===== config.mk =====
export PLATFORM = sky130hd
export DESIGN_NAME = gated_capture_bank
export DESIGN_NICKNAME = d
export VERILOG_FILES = /design/src/rtl/gated_capture_bank.sv
export SDC_FILE = /design/constraint.sdc
export NUM_CORES = 1
export LEC_CHECK = 0
export ABC_AREA = 1
export ABC_CLOCK_PERIOD_IN_PS = 1200
export CORE_ASPECT_RATIO = 0.5
export CORE_MARGIN = 2
export CORE_UTILIZATION = 50
export DETAILED_ROUTE_END_ITERATION = 8
export GPL_TIMING_DRIVEN = 0
export HOLD_SLACK_MARGIN = 0.06
export MAX_ROUTING_LAYER = met4
export PLACE_DENSITY = 0.8
export SLEW_MARGIN = 15
export SYNTH_ARGS = -nofsm -noshare
export SYNTH_HDL_FRONTEND = slang
export SYNTH_SLANG_ARGS = --single-unit

===== constraint.sdc =====
create_clock -name C -period 1.2 [get_ports C]
set_input_delay 0.24 -clock C [delete_from_list [all_inputs] [get_ports C]]
set_output_delay 0.24 -clock C [all_outputs]
set_load 0.005 [all_outputs]

===== src/rtl/gated_capture_bank.sv =====
// Multi-channel gated capture register with per-channel preset, global gate enable and
// optional shadow stage so that one COMMIT updates every pending channel in the same edge.
module gated_capture_bank #(
  parameter int              WIDTH    = 8,
  parameter int              CHANNELS = 4,
  parameter logic [WIDTH-1:0] INIT    = WIDTH'(8'hFF),
  parameter bit              DIRECT   = 1'b0
) (
  input  logic                        C,
  input  logic                        CLR_N,
  input  logic [CHANNELS*WIDTH-1:0]   D,
  input  logic [CHANNELS-1:0]         G,
  input  logic                        GE,
  input  logic [CHANNELS-1:0]         PRE,
  input  logic                        COMMIT,
  output logic [CHANNELS*WIDTH-1:0]   Q,
  output logic [CHANNELS-1:0]         DIRTY,
  output logic                        COMMIT_ACK
);

  // COMMIT is a single-cycle request with no back-pressure; COMMIT_ACK is its registered
  // echo one cycle later, independent of whether any channel was pending.

  for (genvar k = 0; k < CHANNELS; k++) begin : g_chan
    logic             load;
    logic [WIDTH-1:0] d_k;
    logic [WIDTH-1:0] q_r;

    assign load = G[k] & GE;
    assign d_k  = D[k*WIDTH +: WIDTH];
    assign Q[k*WIDTH +: WIDTH] = q_r;

    if (DIRECT) begin : g_direct
      always_ff @(posedge C or negedge CLR_N) begin
        if (!CLR_N) begin
          q_r <= INIT;
        end else if (PRE[k]) begin
          q_r <= INIT;
        end else if (load) begin
          q_r <= d_k;
        end
      end

      assign DIRTY[k] = 1'b0;
    end else begin : g_shadow
      logic [WIDTH-1:0] shadow_r;
      logic             dirty_r;

      // Preset beats load beats commit; a load coinciding with COMMIT writes straight through.
      always_ff @(posedge C or negedge CLR_N) begin
        if (!CLR_N) begin
          shadow_r <= INIT;
          q_r      <= INIT;
          dirty_r  <= 1'b0;
        end else if (PRE[k]) begin
          shadow_r <= INIT;
          q_r      <= INIT;
          dirty_r  <= 1'b0;
        end else if (load && COMMIT) begin
          shadow_r <= d_k;
          q_r      <= d_k;
          dirty_r  <= 1'b0;
        end else if (load) begin
          shadow_r <= d_k;
          dirty_r  <= 1'b1;
        end else if (COMMIT && dirty_r) begin
          q_r     <= shadow_r;
          dirty_r <= 1'b0;
        end
      end

      assign DIRTY[k] = dirty_r;
    end
  end

  if (DIRECT) begin : g_ack_off
    assign COMMIT_ACK = 1'b0;
  end else begin : g_ack_on
    logic ack_r;

    always_ff @(posedge C or negedge CLR_N) begin
      if (!CLR_N) begin
        ack_r <= 1'b0;
      end else begin
        ack_r <= COMMIT;
      end
    end

    assign COMMIT_ACK = ack_r;
  end

endmodule


==> results.json <==
{
  "status": "finished, violations left",
  "failed_checks": "negative setup slack",
  "synth_top_area_share_pct": 47.0,
  "slew_violations": 0,
  "grt_pass1_wl_um": 15100,
  "yosysWarnings": 0,
  "synth_fp_nets": 477,
  "die_w_um": 124,
  "hold_path_class": "in -> reg",
  "cpPeakStageDelay_ps": 540,
  "antenna_found_initial": 0,
  "synth_top_cells_by_count": "nand2_1 (119), dfstp_2 (64), nor2_1 (60)",
  "synth_cell_types": 27,
  "cts_buffer_depth": 2,
  "ant_nets": 0,
  "fin_crit_ps": 1220,
  "worst_setup_path_end_kind": "primary output",
  "synthArstFlopShare_pct": 100,
  "cts.sinks": 69,
  "yosysTopAreaCell": "dfstp_2",
  "place_area_mm2": 0.00448,
  "drv_cap": 0,
  "fin_area_mm2": 0.00489,
  "nFillCells": 554,
  "cts.clk_slew.worst_paths_ps": 60,
  "cp.required_ps": 960,
  "multi_input_area_mm2": 0.00149,
  "pre_cts_slack_ps": -486,
  "setup_ws_ps": -18.2,
  "grt_max_degree": 59,
  "ios": 81,
  "numCtsBuffers": 9,
  "grt.total_usage_pct": 25.5,
  "h-tree-depth": 3,
  "totalPowerFinal_mw": 6.48,
  "grt_pass1_vias": 3175,
  "place_congestion": 0.832,
  "setup_viol": 28,
  "power_leakage_nw": 2.33,
  "finalCritPeriodShare_pct": 102,
  "p_per_area_mw_per_mm2": 1330,
  "met3_length_um": 590,
  "cp_top_family": "flip-flops",
  "vias": 3313,
  "ys_seq_area_share_pct": 50.5,
  "grt_setup_unrepaired": "yes",
  "area_growth_pct": 36.6,
  "cts_tree": "yes",
  "finalHoldViolations": 0,
  "overflow": 0,
  "met2_length_um": 4180,
  "top_layer_used": "met4",
  "dieHeight_um": 63.8,
  "slew_headroom_pct": 77.8,
  "synth.area.top_cells": "dfstp_2 (47%), nand2_1 (12%), nor2_1 (6.3%), nand4_1 (5.8%), nand3_1 (4.1%)",
  "cp_max_fo": 2,
  "syn_inst": 433,
  "dp_hpwl_um": 5760,
  "drt-met1-wl_um": 3980,
  "routedWlPerCell_um": 14.1,
  "drc": 0,
  "portBuffers": 76,
  "antennaDiodeCount": 0,
  "startpoint_type": "flip-flop",
  "drtIter0Drc": 297,
  "synth.most_common_cell": "nand2_1",
  "drive_above_1_share_pct": 33.1,
  "vias_per_cell": 5.24,
  "worstSetupPathType": "reg -> out",
  "clockRootBuffer": "clkbuf_16",
  "core-area_mm2": 0.00681,
  "cp_cell_sequence": "buf_6",
  "first_pass_iters": 5,
  "initial_core_util_pct": 52.6,
  "avgSynthCellArea_um2": 8.27,
  "synth-main-ff-cell": "dfstp_2",
  "worst_slew_pin_slew_ps": 333,
  "finalClockSkew_ps": 4.66,
  "clk_latency_ps": 340,
  "crit_buf_inv": 1,
  "synth-seq-cells": 69,
  "rows": 21,
  "die_area_mm2": 0.00789,
  "netlist_area_mm2": 0.00358,
  "worst_path_max_delay_cell": "dfstp_2",
  "peakVddDrop_v": 0.00106,
  "arrival_ps": 980,
  "fmaxAchievable_ghz": 0.821,
  "synth_edf_count": 0,
  "nets": 579,
  "routed_wl_um": 8910,
  "area.sequential_mm2": 0.00181
}
repair_timing:
action | CTS | global route
setup endpoints to repair | 69 | 59
hold endpoints to repair | 16 | 0
gates resized for setup | 165 | 20
buffers inserted | 14 | 3
hold buffers | 1 | 0
through the flow:
step                      utilization [%]  hold slack (ps)  cells  setup TNS, ps
after global placement               65.5              455    601        -131860
final                                71.8              176    632           -141
after global routing                 71.8              191    632           -907
after floorplan                         -            -55.6    433              0
after detailed placement             65.8              311    602         -20520
after CTS                            70.5              173    631           -509
per-layer routing:
metal  up-vias  global-route usage (%)
met5         -                       -
met4         0                    8.95
met3        15                    6.16
met2       120                    37.8
met1      1542                    34.4
li1       1636                       -
final timing paths:
check,slack [ps],end,from,cells past startpoint
min reg2reg,470,g_chan[2].q_r[7],g_chan[2].q_r[7],2
max,-20,Q[30],g_chan[3].q_r[6],1
min,180,COMMIT_ACK,COMMIT,1
max reg2reg,130,g_chan[1].q_r[6],g_chan[1].g_shadow.dirty_r,5
min in group asynchronous,500,g_chan[0].q_r[0],CLR_N,2
max in group asynchronous,340,g_chan[2].q_r[2],CLR_N,3
layout make-up:
| type | instances | area share (%) |
|---|---|---|
| flip-flops and latches | 69 | 37.0 |
| repair buffers | 95 | 17.0 |
| clock buffers | 12 | 5.45 |
| plain buffers | 22 | 4.58 |
| well taps | 92 | 2.35 |
| inverters | 29 | 2.35 |
| clock inverters | 4 | 0.921 |
| multi-input cells | 309 | 30.4 |
power breakdown:
| group | internal, mW | total (mW) | switching (mW) |
|---|---|---|---|
| Combinational | 0.512 | 1.06 | 0.550 |
| Sequential | 2.61 | 2.69 | 0.0846 |
| Clock | 1.76 | 2.73 | 0.961 |
placed cells by master, fill, tap and decap left out, types with 2 or more instances in the layout:
master,n
nand4_1,33
nand2_4,4
buf_8,3
clkinv_2,3
nor3_1,7
inv_1,24
clkbuf_16,9
dfstp_2,64
nand3_2,4
buf_2,28
dfrtp_1,5
clkbuf_8,4
nand2_1,117
nand3_4,3
inv_2,3
nand2_2,2
buf_6,20
nor2_1,60
nand3_1,27
buf_12,2
dlygate4sd2_1,2
o21ai_1,7
buf_4,21
a21oi_1,16
o21ai_0,24
clkdlybuf4s50_1,35
kinds of logic after synthesis:
logic type	after synthesis	synth area share (%)
AO/OA/AOI/OAI	50	7.38
buffers and inverters	55	9.12
flip-flops	69	50.5
AND/OR/NAND/NOR	259	33.0
registers in the layout, indices dropped and copies added, names as in the netlist:
name                      flops
COMMIT_ACK                    1
g_chan.g_shadow.dirty_r       4
g_chan.g_shadow.shadow_r     32
g_chan.q_r                   32
(Power assumes the default switching activity.)
